`src/rtl/ws_seq_pkg.sv`:
```
// Shared types and constants for the weight-stationary array sequencer.
// The perf counters are built only when WS_SEQ_PERF_CNT_EN is defined; this package provides their saturating helper.
package ws_seq_pkg;

    localparam int MAX_PIPE_LAT = 8;

    typedef enum logic [2:0] {
        IDLE    = 3'd0,
        LOAD    = 3'd1,
        COMPUTE = 3'd2,
        DRAIN   = 3'd3,
        DONE    = 3'd4
    } ws_seq_state_t;

    // Saturating 32-bit increment used by the perf counters.
    function automatic logic [31:0] sat_inc32(input logic [31:0] v);
        if (v == 32'hFFFF_FFFF) begin
            return v;
        end else begin
            return v + 32'd1;
        end
    endfunction

endpackage

```
`src/rtl/ws_seq_valid_pipe.sv`:
```
// Fixed-latency delay line for the array result-valid strobe, with an empty flag
// that tells the sequencer when every issued operand has emerged.
import ws_seq_pkg::*;

module ws_seq_valid_pipe #(
    parameter int LAT = 2
) (
    input  logic clk,
    input  logic rst,
    input  logic in_valid,
    output logic out_valid,
    output logic empty
);

    logic [LAT-1:0] pipe_r;

    // Shift one slot per cycle; slot LAT-1 is the strobe seen by the consumer.
    always_ff @(posedge clk) begin
        if (rst) begin
            pipe_r <= {LAT{1'b0}};
        end else begin
            pipe_r[0] <= in_valid;
            for (int i = 1; i < LAT; i++) begin
                pipe_r[i] <= pipe_r[i-1];
            end
        end
    end

    // Output strobe comes straight from the last register stage.
    always_comb begin
        out_valid = pipe_r[LAT-1];
        empty     = (pipe_r == {LAT{1'b0}});
    end

endmodule

```
`src/rtl/ws_array_sequencer.sv`:
```
// Job sequencer for a weight-stationary systolic array: loads ROWS weight rows,
// streams num_vec B vectors, drains the result pipe, then pulses done.
// Optional perf counters are enabled with the WS_SEQ_PERF_CNT_EN macro.
import ws_seq_pkg::*;

module ws_array_sequencer #(
    parameter int W        = 8,
    parameter int ROWS     = 4,
    parameter int COLS     = 4,
    parameter int VEC_W    = 8,
    parameter int PIPE_LAT = 2
) (
    input  logic                 clk,
    input  logic                 rst,
    input  logic                 start,
    input  logic [VEC_W-1:0]     num_vec,
    output logic                 busy,
    output logic                 done,
    input  logic                 w_valid,
    output logic                 w_ready,
    input  logic [COLS*W-1:0]    w_data,
    output logic [COLS*W-1:0]    arr_a_in,
    output logic                 arr_stationary,
    input  logic                 b_valid,
    output logic                 b_ready,
    input  logic [ROWS*W-1:0]    b_data,
    output logic [ROWS*W-1:0]    arr_b_in,
    output logic                 c_valid
`ifdef WS_SEQ_PERF_CNT_EN
    ,
    output logic [31:0]          perf_busy_cyc,
    output logic [31:0]          perf_stall_cyc
`endif
);

    localparam int CNT_W   = $clog2(ROWS + 1);
    localparam int EFF_LAT = (PIPE_LAT > MAX_PIPE_LAT) ? MAX_PIPE_LAT :
                             ((PIPE_LAT < 1) ? 1 : PIPE_LAT);
    localparam logic [CNT_W-1:0] LAST_BEAT = CNT_W'(ROWS - 1);
    localparam logic [CNT_W-1:0] FULL_CNT  = CNT_W'(ROWS);
    localparam logic [VEC_W-1:0] ONE_VEC   = VEC_W'(1);

    ws_seq_state_t      state_r;
    logic [CNT_W-1:0]   load_cnt_r;
    logic [VEC_W-1:0]   vec_left_r;
    logic               w_fire_s;
    logic               b_fire_s;
    logic               pipe_empty_s;

    // Handshake fires; gated by rst so the array sees nothing during reset.
    always_comb begin
        w_fire_s = w_ready & w_valid & ~rst;
        b_fire_s = b_ready & b_valid & ~rst;
    end

    // Array operands are presented in the accepting cycle and zeroed otherwise.
    always_comb begin
        arr_stationary = 1'b0;
        arr_a_in       = {(COLS*W){1'b0}};
        arr_b_in       = {(ROWS*W){1'b0}};
        if (w_fire_s) begin
            arr_stationary = 1'b1;
            arr_a_in       = w_data;
        end else begin
            arr_stationary = 1'b0;
            arr_a_in       = {(COLS*W){1'b0}};
        end
        if (b_fire_s) begin
            arr_b_in = b_data;
        end else begin
            arr_b_in = {(ROWS*W){1'b0}};
        end
    end

    ws_seq_valid_pipe #(
        .LAT (EFF_LAT)
    ) u_valid_pipe (
        .clk       (clk),
        .rst       (rst),
        .in_valid  (b_fire_s),
        .out_valid (c_valid),
        .empty     (pipe_empty_s)
    );

    // Job FSM; readies, busy and done are registered alongside the state.
    always_ff @(posedge clk) begin
        if (rst) begin
            state_r    <= IDLE;
            load_cnt_r <= {CNT_W{1'b0}};
            vec_left_r <= {VEC_W{1'b0}};
            busy       <= 1'b0;
            done       <= 1'b0;
            w_ready    <= 1'b0;
            b_ready    <= 1'b0;
        end else begin
            done <= 1'b0;
            case (state_r)
                IDLE: begin
                    if (start) begin
                        state_r    <= LOAD;
                        vec_left_r <= num_vec;
                        load_cnt_r <= {CNT_W{1'b0}};
                        busy       <= 1'b1;
                        w_ready    <= 1'b1;
                    end
                end
                LOAD: begin
                    if (w_fire_s) begin
                        if (load_cnt_r == LAST_BEAT) begin
                            load_cnt_r <= FULL_CNT;
                            w_ready    <= 1'b0;
                            if (vec_left_r == {VEC_W{1'b0}}) begin
                                state_r <= DONE;
                                done    <= 1'b1;
                            end else begin
                                state_r <= COMPUTE;
                                b_ready <= 1'b1;
                            end
                        end else begin
                            load_cnt_r <= load_cnt_r + CNT_W'(1);
                        end
                    end
                end
                COMPUTE: begin
                    if (b_fire_s) begin
                        vec_left_r <= vec_left_r - ONE_VEC;
                        if (vec_left_r == ONE_VEC) begin
                            b_ready <= 1'b0;
                            state_r <= DRAIN;
                        end
                    end
                end
                DRAIN: begin
                    if (pipe_empty_s) begin
                        state_r <= DONE;
                        done    <= 1'b1;
                    end
                end
                DONE: begin
                    state_r <= IDLE;
                    busy    <= 1'b0;
                end
                default: begin
                    state_r <= IDLE;
                    busy    <= 1'b0;
                    w_ready <= 1'b0;
                    b_ready <= 1'b0;
                end
            endcase
        end
    end

`ifdef WS_SEQ_PERF_CNT_EN
    logic stall_s;

    // A stall is an open ready with nothing offered on the matching stream.
    always_comb begin
        stall_s = (w_ready & ~w_valid) | (b_ready & ~b_valid);
    end

    // Saturating perf counters, restarted by each accepted job.
    always_ff @(posedge clk) begin
        if (rst) begin
            perf_busy_cyc  <= 32'd0;
            perf_stall_cyc <= 32'd0;
        end else if ((state_r == IDLE) && start) begin
            perf_busy_cyc  <= 32'd0;
            perf_stall_cyc <= 32'd0;
        end else begin
            if (busy) begin
                perf_busy_cyc <= sat_inc32(perf_busy_cyc);
            end
            if (stall_s) begin
                perf_stall_cyc <= sat_inc32(perf_stall_cyc);
            end
        end
    end
`endif

endmodule

```
`config.mk`:
```
export PLATFORM = sky130hd
export DESIGN_NAME = ws_array_sequencer
export DESIGN_NICKNAME = d
export VERILOG_FILES = /design/src/rtl/ws_seq_pkg.sv /design/src/rtl/ws_seq_valid_pipe.sv /design/src/rtl/ws_array_sequencer.sv
export SDC_FILE = /design/constraint.sdc
export NUM_CORES = 1
export LEC_CHECK = 0
export ABC_AREA = 1
export CAP_MARGIN = 30
export CORE_MARGIN = 1.5
export CORE_UTILIZATION = 33
export DETAILED_ROUTE_END_ITERATION = 12
export PLACE_DENSITY_LB_ADDON = 0.15
export SKIP_CTS_REPAIR_TIMING = 1
export SYNTH_ARGS = -nofsm -noshare
export SYNTH_HDL_FRONTEND = slang
export SYNTH_SLANG_ARGS = --single-unit
```
`constraint.sdc`:
```
create_clock -name clk -period 1.6 [get_ports clk]
set_input_delay 0.16 -clock clk [delete_from_list [all_inputs] [get_ports clk]]
set_output_delay 0.16 -clock clk [all_outputs]
set_load 0.1 [all_outputs]
```
# Word level (Yosys, flattened, before mapping)
# Cells that the tools add are included.
# W data, S select, Z words.
[classes]
n_mux = 34
bitwise = 8
n_eq_ne = 13
n_addsub = 2
n_reduce_logical = 14
[ops]
columns = ["op", "n"]
rows = [
  ["$mux W32", 2],
  ["$mux W3", 10],
  ["$mux W8", 2],
  ["$pmux W8 S2", 1],
  ["$mux W1", 13],
  ["$ne A2 B2 Y1 const B", 6],
  ["$pmux W3 S4", 1],
  ["$reduce_and A6 Y1", 2],
  ["$eq A3 B2 Y1 const B", 3],
  ["$reduce_or A3 Y1", 3],
  ["$eq A8 B1 Y1 const B", 1],
  ["$logic_not A8 Y1", 1],
  ["$sub A8 B1 Y8 const B", 1],
  ["$pmux W1 S3", 2],
  ["$pmux W3 S2", 1],
  ["$reduce_and A3 Y1", 2],
  ["$and A1 B1 Y1", 4],
  ["$not A1 Y1", 4],
  ["$pmux W1 S2", 2],
  ["$reduce_and A4 Y1", 1],
  ["$reduce_bool A2 Y1", 2],
  ["$add A3 B1 Y3 const B", 1],
  ["$eq A3 B1 Y1 const B", 1],
  ["$eq A3 B3 Y1 const B", 1],
  ["other kinds (4)", 4],
]
[word_totals]
wordCells = 79
inputBits = 77
output_inout_bits = 70
register_bits = 20

# Longest topological paths before layout
# Gate-level depths: netlist of run 1.
[depth]
ltp_word = 5
ltp_mapped = 11
mapped_depth_nobuf = 10

# By module
# Synthesis of run 1 repeated with hierarchy kept, for this count alone.
[unflattened]
hier_cells = 318
area_unflattened_um2 = 1705.4
[modules_own_cells]
columns = ["mod", "n_inst", "cells_per_inst", "seq_area_each_um2", "area_each_um2"]
rows = [
  ["ws_array_sequencer", 1, 311, 360.3, 1644.1],
  ["ws_seq_valid_pipe", 1, 7, 40.0, 61.3],
]

# Worst setup path before layout of run 1
# Ideal clock, no wire load.
[synth_path]
kind = "register -> output"
startpoint = "register w_ready"
endpoint = "output port arr_a_in[10]"
required_ns = 1.440
path_stages_with_launch = 6
path_slack_ns = -2.878
arrival_time_ns = 4.318
n_path_buf = 1
path_cell_list = "dfxtp_1 -> nand2_1 -> nor2_1 -> inv_1 -> clkbuf_1 -> nor2_1"
[synth_via]
elab_chain_cells = 3
[synth_lines]
columns = ["item", "line_no", "text"]
rows = [
  ["from (decl)", "ws_array_sequencer.sv:20", "output logic w_ready,"],
  ["from (signal assigned)", "ws_array_sequencer.sv:93", "w_ready <= 1'b0;"],
  ["from (signal assigned)", "ws_array_sequencer.sv:104", "w_ready <= 1'b1;"],
  ["from (signal assigned)", "ws_array_sequencer.sv:111", "w_ready <= 1'b0;"],
  ["$and A1 B1 Y1 (2 in a row)", "ws_array_sequencer.sv:52", "w_fire_s = w_ready & w_valid & ~rst;"],
  ["$mux W32", "ws_array_sequencer.sv:61", "if (w_fire_s) begin"],
  ["to (decl)", "ws_array_sequencer.sv:22", "output logic [COLS*W-1:0] arr_a_in,"],
]
# No other way between the ends.

# Final worst setup path of run 1
[layout_path]
startpoint = "register vec_left_r[5]"
endpoint = "register state_r[0]"
[layout_via]
elab_chain_cells = 3
[layout_lines]
columns = ["item", "line_no", "text"]
rows = [
  ["from (decl)", "ws_array_sequencer.sv:45", "logic [VEC_W-1:0] vec_left_r;"],
  ["from (signal assigned)", "ws_array_sequencer.sv:90", "vec_left_r <= {VEC_W{1'b0}};"],
  ["from (signal assigned)", "ws_array_sequencer.sv:101", "vec_left_r <= num_vec;"],
  ["from (signal assigned)", "ws_array_sequencer.sv:126", "vec_left_r <= vec_left_r - ONE_VEC;"],
  ["$eq A8 B1 Y1", "ws_array_sequencer.sv:127", "if (vec_left_r == ONE_VEC) begin"],
  ["$ne A2 B2 Y1 (no source line)", "n/a", ""],
  ["$reduce_and A6 Y1 (no source line)", "n/a", ""],
  ["to (signal assigned)", "ws_array_sequencer.sv:129", "state_r <= DRAIN;"],
  ["to (signal assigned)", "ws_array_sequencer.sv:135", "state_r <= DONE;"],
  ["to (signal assigned)", "ws_array_sequencer.sv:140", "state_r <= IDLE;"],
  ["to (decl)", "ws_array_sequencer.sv:43", "ws_seq_state_t state_r;"],
]
# No other way between the ends.
# A chain may end at the register's enable or synchronous reset.

==> run_results.csv, run 1 <==
group,metric,value,unit
global_route,grt_usage,0.318,
placed_design,gp_congestion,0.839,
placed_design,dp.cells,543,
timing,drv_slew,0,
power_and_ir_drop,clkPwrFrac,0.092,
critical_path,crit_type,"register to register",
cts,cts_sinks,20,
synthesis,async_flop_share,0,
critical_path,slowest_stage,"nor2_1",
status,status,"complete, but fails checks",
power_and_ir_drop,power.density,1170,mW/mm²
synthesis,syn-num-nets,402,
critical_path,worst_path_most_repeated_cell,"nand2_1",
critical_path,path_delay_family,"simple AND/OR/NAND/NOR gates",
hold_path,min_path_type,"primary input to register",
layout,multi_input_area,0.00151,mm²
cts,clockBufferDepth,2,
floorplanning,num_rows,26,
cts,clk-insertion-delay-late,280,ps
detailed_routing,drt_iter0_markers,292,
layout,final_util,0.954,
floorplanning,die_h,75.9,µm
detailed_routing,wl_per_cell,22.7,µm
power_and_ir_drop,p_int,2.41,mW
critical_path,end_kind,"register",
synthesis,syn_avg_cell_area,5.46,µm²
layout,areaGrowthSynthToFinish,178,%
layout,finalNetCount,565,
layout,nFillCells,125,
global_route,overflow,0,
synthesis,synth_cell_type_count,29,
placed_design,dp_slack,-223,ps
timing,period_share,1.14,
timing,skew,11.9,ps
power_and_ir_drop,total_power,5.71,mW
power_and_ir_drop,power_leakage,2.16,nW
detailed_routing,viasPerCell,5.52,
flow_run,cap_violations,0,
cts,path_clk_slew,80,ps
placed_design,placed_area,0.00467,mm²
timing,layout_min_cycle_time,1820,ps
cts,numCtsBuffers,3,
detailed_routing,wirelength,12.6,mm
global_route,antenna_found_initial,0,
cts,htree_levels,1,
timing,max_freq,548,MHz
placed_design,numPortBuffers,146,
timing,slew_headroom,0.677,
power_and_ir_drop,p_switching,3.31,mW
cts,cts-root-buf,"clkbuf_8",
layout,final_area,0.00487,mm²
global_route,grt_start_max_net_pins,23,
critical_path,critPathArrivalTime,2030,ps
detailed_routing,drc_errors,0,
synthesis,ys_seq_area_frac,0.229,
synthesis,yosysWarnings,0,
critical_path,critical_path_required,1810,ps
layout,final_common_cell,"inv_1",
layout,layout_common_cells,"inv_1 (82), buf_12 (75), clkdlybuf4s50_1 (73)",
detailed_routing,ant_nets,0,
critical_path,slowest_delay,420,ps
timing,setup_viol,40,
timing,rsz0062_at_grt,"yes",
layout,drive_gt1_frac,0.414,
timing,worst_pin_slew,483,ps
floorplanning,io_pins,147,
power_and_ir_drop,p_comb_frac,0.747,
floorplanning,core-area,0.00511,mm²
floorplanning,initial_core_util,0.343,
power_and_ir_drop,vdd_drop_max,0.00206,V
status,violations,"negative setup slack",
synthesis,synth_edf_count,0,
layout,finalNonFillerCells,553,
global_route,grt_pass1_wl,13.6,mm
power_and_ir_drop,seqPwrFrac,0.161,
detailed_routing,vias,3050,
floorplanning,dieArea,0.00575,mm²
timing,layout_setup_ws,-224,ps
cts,cts_tree,"done",
placed_design,place_hpwl,7.65,mm
floorplanning,die_x,75.9,µm
power_and_ir_drop,p_sw_frac,0.579,
layout,regArea,413,µm²
synthesis,syn-instance-count,321,
synthesis,syn_area,0.00175,mm²
synthesis,synth-main-ff-cell,"dfxtp_1",
critical_path,path_cells,"nor2_1, nand2_1, o21ai_2, nand3_4, nand2_1, nand2_1, nor2_1",
critical_path,crit_buf_inv,0,
critical_path,setup.worst_path.start_class,"register",
critical_path,critPathMaxFanout,6,
layout,diodes,0,
timing,fin_hold_ws,260,ps
timing,hold_violations,0,
global_route,grt_pass1_vias,2728,
synthesis,synth-seq-cells,20,
detailed_routing,dr.pass1.iters,6,
timing,tns,-3160,ps
## logic make-up (layout without fill, tap and decap cells)
group | Yosys count | count (layout) | share of synthesized area
buffers and inverters | 98 | 260 | 0.216
adders and majority gates | 4 | 4 | 0.0286
DFF | 20 | 20 | 0.229
AOI/OAI and AO/OA | 31 | 31 | 0.0957
and+or+nand+nor | 168 | 168 | 0.431
## power by group through the flow
stage | Combinational, mW | Clock (mW) | Sequential (mW)
after floorplan | 2.33 | 0 | 1.01
after global placement | 3.48 | 0 | 0.848
after detailed placement | 3.71 | 0 | 0.867
after CTS | 3.76 | 0.514 | 0.863
after global routing | 4.42 | 0.523 | 0.921
final | 4.27 | 0.526 | 0.922
## flip-flops by register name (all words and copies together), names as in the netlist
signal and cells:
done 1, w_ready 1, b_ready 1, u_valid_pipe.pipe_r 2
vec_left_r 8, load_cnt_r 3, busy 1, state_r 3
## cell type report
class                   count  share of cell area
well taps                  70              0.0180
flip-flops and latches     20              0.0847
clock inverters             1             0.00616
repair buffers            168               0.504
clock buffers               3             0.00847
multi-input cells         203               0.309
inverters                  88              0.0693
## Yosys cell counts, types with 2 or more instances
cell type / instances / share of area
a21oi_1: 10 / 0.029
buf_4: 2 / 0.0086
clkbuf_1: 7 / 0.015
dfxtp_1: 20 / 0.23
ha_1: 4 / 0.029
inv_1: 84 / 0.18
inv_2: 3 / 0.0064
nand2_1: 46 / 0.099
nand2_2: 3 / 0.011
nand3_1: 8 / 0.023
nand3_2: 2 / 0.011
nand4_1: 3 / 0.011
nor2_1: 90 / 0.19
nor2_4: 7 / 0.045
nor3_1: 3 / 0.0086
o21ai_0: 9 / 0.026
o21ai_1: 7 / 0.020
o21ai_2: 2 / 0.010
## path summary, 6_finish.rpt
kind,to,slack [ps],depth (start not counted),from
max reg2reg,state_r[0],-220,7,vec_left_r[5]
min,u_valid_pipe.pipe_r[0],260,3,rst
max,state_r[0],-220,7,vec_left_r[5]
min reg2reg,u_valid_pipe.pipe_r[1],530,2,u_valid_pipe.pipe_r[0]
## worst min-delay path, delay by kind of cell
kind	cells	cell delay, ps
and+or+nand+nor	1	70
buffers and inverters	2	260
## per-layer routing
metal,global-route usage,vias to the layer above,share of wire
li1,-,1261,-
met1,0.333,1342,0.31
met2,0.619,327,0.50
met3,0.0476,118,0.11
met4,0.133,2,0.080
met5,0,-,0.0021
(Power assumes the default switching activity.)
==> run 2: changes to the inputs <==
- CAP_MARGIN: 30 -> default
==> results of run 2 <==
Final layout, timing and power as in run 1 (identical DEF).
